$ cat config.mk
export PLATFORM = sky130hd
export DESIGN_NAME = cordic_sincos_collect
export DESIGN_NICKNAME = d
export VERILOG_FILES = /design/src/rtl/cordic_pkg.sv /design/src/rtl/digit_deser.sv /design/src/rtl/cordic_sincos_collect.sv
export SDC_FILE = /design/constraint.sdc
export NUM_CORES = 1
export LEC_CHECK = 0
export ABC_CLOCK_PERIOD_IN_PS = 3300
export CAP_MARGIN = 20
export CORE_AREA = 4 4 78 80
export DETAILED_ROUTE_END_ITERATION = 6
export DIE_AREA = 0 0 82 84
export PLACE_DENSITY = 0.73
export SLEW_MARGIN = 20
export SYNTH_ARGS = -nofsm -noshare
export SYNTH_HDL_FRONTEND = slang
export SYNTH_SLANG_ARGS = --single-unit
$ cat constraint.sdc
create_clock -name clk -period 3.3 [get_ports clk]
set_clock_uncertainty 0.05 [all_clocks]
set_input_delay 0.66 -clock clk [delete_from_list [all_inputs] [get_ports clk]]
set_output_delay 0.66 -clock clk [all_outputs]
set_load 0.01 [all_outputs]
$ cat src/rtl/cordic_pkg.sv
// Shared CORDIC definitions: word geometry, collector FSM states and saturating negate.
package cordic_pkg;

    localparam int W     = 12;
    localparam int NDIG  = 6;
    localparam int DIG_W = 2;

    typedef enum logic [1:0] {
        ST_IDLE,
        ST_LOAD,
        ST_FINAL
    } state_e;

    function automatic logic is_most_neg(input logic [W-1:0] a);
        return a == {1'b1, {(W-1){1'b0}}};
    endfunction

    // Two's complement negate; the most negative value clamps to the most positive.
    function automatic logic [W-1:0] sat_neg(input logic [W-1:0] a);
        if (is_most_neg(a)) begin
            return {1'b0, {(W-1){1'b1}}};
        end
        return (~a) + W'(1);
    endfunction

endpackage

$ cat src/rtl/digit_deser.sv
// NDIG-slot digit capture register: writes dig_i into slot idx_i when ld_i is high.
// Latency 1 cycle per digit; no backpressure, the caller sequences the slot index.
module digit_deser #(
    parameter int NDIG = 6,
    parameter int DW   = 2
) (
    input  logic                    clk,
    input  logic                    rst,
    input  logic                    ld_i,
    input  logic [$clog2(NDIG)-1:0] idx_i,
    input  logic [DW-1:0]           dig_i,
    output logic [NDIG*DW-1:0]      word_o
);

    logic [NDIG-1:0][DW-1:0] slot_q;

    always_ff @(posedge clk or posedge rst) begin
        if (rst) begin
            slot_q <= '0;
        end else if (ld_i) begin
            slot_q[idx_i] <= dig_i;
        end
    end

    assign word_o = slot_q;

endmodule

$ cat src/rtl/cordic_sincos_collect.sv
// Reassembles LSB-first X/Y digit streams, applies sign inversion with saturation, holds one sample.
// Latency 8 cycles rdy_i -> out_vld_o; a frame finishing while the slot is held and not draining is dropped (ovf_o).
module cordic_sincos_collect #(
    parameter int W    = cordic_pkg::W,
    parameter int NDIG = cordic_pkg::NDIG
) (
    input  logic         clk,
    input  logic         rst,
    input  logic         rdy_i,
    input  logic [1:0]   x_i,
    input  logic [1:0]   y_i,
    input  logic         is_i,
    output logic [W-1:0] cos_o,
    output logic [W-1:0] sin_o,
    output logic         sat_o,
    output logic         out_vld_o,
    input  logic         out_rdy_i,
    output logic         ovf_o,
    output logic         err_o
);

    import cordic_pkg::*;

    localparam int CW = $clog2(NDIG);

    state_e        state_q;
    logic [CW-1:0] cnt_q;
    logic [W-1:0]  cos_q, sin_q;
    logic          sat_q, vld_q, ovf_q, err_q;

    logic [W-1:0]  x_word, y_word;
    logic [W-1:0]  cos_d, sin_d;
    logic          sat_d;
    logic          ld;
    logic          slot_free;

    assign ld = (state_q == ST_LOAD);

    digit_deser #(.NDIG(NDIG), .DW(DIG_W)) u_deser_x (
        .clk    (clk),
        .rst    (rst),
        .ld_i   (ld),
        .idx_i  (cnt_q),
        .dig_i  (x_i),
        .word_o (x_word)
    );

    digit_deser #(.NDIG(NDIG), .DW(DIG_W)) u_deser_y (
        .clk    (clk),
        .rst    (rst),
        .ld_i   (ld),
        .idx_i  (cnt_q),
        .dig_i  (y_i),
        .word_o (y_word)
    );

    always_comb begin
        cos_d = x_word;
        sin_d = y_word;
        sat_d = 1'b0;
        if (is_i) begin
            cos_d = sat_neg(x_word);
            sin_d = sat_neg(y_word);
            sat_d = is_most_neg(x_word) | is_most_neg(y_word);
        end
    end

    // A draining slot counts as free, so back-to-back samples never overflow.
    assign slot_free = !vld_q || out_rdy_i;

    always_ff @(posedge clk or posedge rst) begin
        if (rst) begin
            state_q <= ST_IDLE;
            cnt_q   <= '0;
            cos_q   <= '0;
            sin_q   <= '0;
            sat_q   <= 1'b0;
            vld_q   <= 1'b0;
            ovf_q   <= 1'b0;
            err_q   <= 1'b0;
        end else begin
            if (vld_q && out_rdy_i) begin
                vld_q <= 1'b0;
            end
            case (state_q)
                ST_IDLE: begin
                    if (rdy_i) begin
                        state_q <= ST_LOAD;
                        cnt_q   <= '0;
                    end
                end
                ST_LOAD: begin
                    if (rdy_i) begin
                        err_q <= 1'b1;
                    end
                    if (cnt_q == CW'(NDIG-1)) begin
                        state_q <= ST_FINAL;
                        cnt_q   <= '0;
                    end else begin
                        cnt_q <= cnt_q + CW'(1);
                    end
                end
                ST_FINAL: begin
                    if (slot_free) begin
                        cos_q <= cos_d;
                        sin_q <= sin_d;
                        sat_q <= sat_d;
                        vld_q <= 1'b1;
                    end else begin
                        ovf_q <= 1'b1;
                    end
                    state_q <= rdy_i ? ST_LOAD : ST_IDLE;
                    cnt_q   <= '0;
                end
                default: begin
                    state_q <= ST_IDLE;
                    cnt_q   <= '0;
                end
            endcase
        end
    end

    assign cos_o     = cos_q;
    assign sin_o     = sin_q;
    assign sat_o     = sat_q;
    assign out_vld_o = vld_q;
    assign ovf_o     = ovf_q;
    assign err_o     = err_q;

endmodule

==> impl_metrics.ini <==
[clocking]
cts_root_buffer = clkbuf_8
cts_resized = 0
cts_sinks = 57
cts_buffers = 9
post-cts-setup-buffers = 0
clock_latency_ps = 330
cts_max_level = 3
tritoncts = done
cts_hold_buf = 0
cts_buffer_depth = 2
clk_pin_slew_ps = 60

[synth]
async_flop_share = 1.00
yosysMostFrequentCell = dfrtp_1
synth_area_leaders = dfrtp_1, mux2_2, a21oi_1
synth_cell_types = 39
syn-cell-area_um2 = 2650
netlist_top_cells_count = dfrtp_1, nor2_1, a21oi_1, mux2_2, xnor2_1
ys_seq_area_frac = 0.538
synth_ff_type = dfrtp_1
synth.avg_cell_area_um2 = 11.0
yosys_warnings = 0
synth_edf_count = 0
yosysTopAreaCell = dfrtp_1
netlist_instances = 242
synth-seq-cells = 57
synthesis.nets = 253
yosys.area.top_type_share = 0.538

[placement]
port_buffers = 36
pre_cts_slack_ps = 768
hpwl_um = 3760
gp_congestion = 0.859
place_area_um2 = 3110

[timing]
rsz0062_at_grt = no
fin_ws_ps = 1100
slew_headroom = 0.551
worstMarginPinSlew_ps = 672
slew_viol_final = 0
holdWs_ps = 406
finalCritPeriodShare = 0.668
finalHoldViolCount = 0
max_freq_mhz = 454
tns_ps = 0
fin_crit_ps = 2200
finalSetupViolCount = 0

[critical_path]
arrival_ps = 2360
regToRegSetupSlack_ps = 1130
start_kind = input pin
crit_fanout = 15
r2r_cells = 6
cp.required_ps = 3460
crit_path_end = sin_o[11]$_DFFE_PP0P_
r2r-end = sin_o[11]$_DFFE_PP0P_
worst_setup_path_end_kind = register
crit_type = input pin to register
r2r-start = u_deser_y.word_o[0]$_DFFE_PP0P_
crit_start = is_i

[pwr]
switching_share = 0.344
totalPowerFinal_uw = 3250
pwr-share-seq = 0.414
combPwrFrac = 0.382
ir_drop_mv = 0.508
power_density_nw_per_um2 = 979
power.internal_uw = 2130
p_sw_uw = 1120
pwr-share-clk = 0.204
p_leak_uw = 0.00138

[layout]
layout.nets = 296
syn_to_final_growth_pct = 25.2
diodes = 0
fin_area_um2 = 3320
layout-drive-gt1-share = 0.169

[grt]
gr-total-overflow = 0
grt_max_degree = 34
grt_pass1_wl_um = 8870
grt_pass1_vias = 1798
track_usage = 0.170
antenna_found_initial = 0

[min_path]
hold_class = register to register
whs_path_depth = 1

[detailed_routing]
vias_per_cell = 5.28
avgRoutedWirePerCell_um = 14.5
first_iter_violations = 221
drc_errors = 0
via_count = 1912
routed_wl_um = 5240
ant_nets = 0
dr.pass1.iters = 4

[die]
die_area_um2 = 6890
placementRows = 27
initial_core_util = 0.491
core_um2 = 5410
fp.dieH_um = 84
pin_count = 37
die-width_um = 82

[flow_run]
cap_violations = 0

[status]
status = finished, final reports clean
-- layout by cell type (no fill, tap or decap), drive strengths merged, types with 7 or more instances in the layout --
master and instances:
clkdlybuf4s50 36, xnor2 10, a21oi 28, xor2 9
dfrtp 57, mux2 25, clkbuf 14, inv 8
nand2 7, nor2 35
-- sequential cells by signal, summed over array words and instances, names as in the netlist --
name              flops
sin_o                12
cos_o                12
out_vld_o             1
u_deser_x.word_o     12
u_deser_y.word_o     12
err_o                 1
sat_o                 1
state_q               2
cnt_q                 3
ovf_o                 1
-- final cells by class --
cell class	instances	area (µm²)
Clock buffer	14	173
Clock inverter	2	35.0
Fill cell	475	2080
Inverter	8	30.0
Multi-Input combinational cell	170	1170
Sequential cell	57	1430
Tap cell	72	90.1
Timing Repair Buffer	39	395
-- power by group through the flow --
stage | sequential [µW] | combinational (µW) | clock (µW)
floorplan | 1340 | 734 | 0
global placement | 1340 | 1230 | 0
detailed placement | 1360 | 1240 | 0
CTS | 1340 | 1250 | 680
global route | 1400 | 1380 | 715
finish | 1350 | 1240 | 665
-- per-stage QoR --
stage,instances,utilization
after CTS,362,0.613
after floorplan,242,-
after global placement,346,0.575
final,362,0.615
after detailed placement,346,0.575
after global routing,362,0.615
-- metal layers --
layer | share of wire | GRT usage | vias up | wire [µm]
li1 | - | - | 951 | -
met1 | 0.48 | 0.244 | 920 | 2540
met2 | 0.46 | 0.237 | 33 | 2390
met3 | 0.040 | 0.0389 | 8 | 207
met4 | 0.020 | 0.0861 | 0 | 104
met5 | 0 | 0 | - | 0
-- cells by family after synthesis --
group | synth area share
AO/OA/AOI/OAI | 0.121
buffers and inverters | 0.0226
flip-flops | 0.538
multiplexers | 0.114
AND/OR/NAND/NOR | 0.133
adder cells (fa/ha/maj) | 0.00943
XOR/XNOR | 0.0627
-- worst min-delay path by stage --
stage / from / end / slack [ps]
finish: ovf_o$_DFFE_PP0P_ / ovf_o$_DFFE_PP0P_ / 410
floorplan: state_q[1]$_DFFE_PP0P_ / out_vld_o$_DFF_PP0_ / 410
global placement: ovf_o$_DFFE_PP0P_ / ovf_o$_DFFE_PP0P_ / 400
CTS: ovf_o$_DFFE_PP0P_ / ovf_o$_DFFE_PP0P_ / 410
detailed placement: ovf_o$_DFFE_PP0P_ / ovf_o$_DFFE_PP0P_ / 400
global route: ovf_o$_DFFE_PP0P_ / ovf_o$_DFFE_PP0P_ / 450
-- critical path: stages --
cell and delay (ps):
clkdlybuf4s50_1 800, and3b_1 240, nand4_1 100, and2_1 340
a22o_1 220
Note: power is estimated with default switching activity, not from simulation.
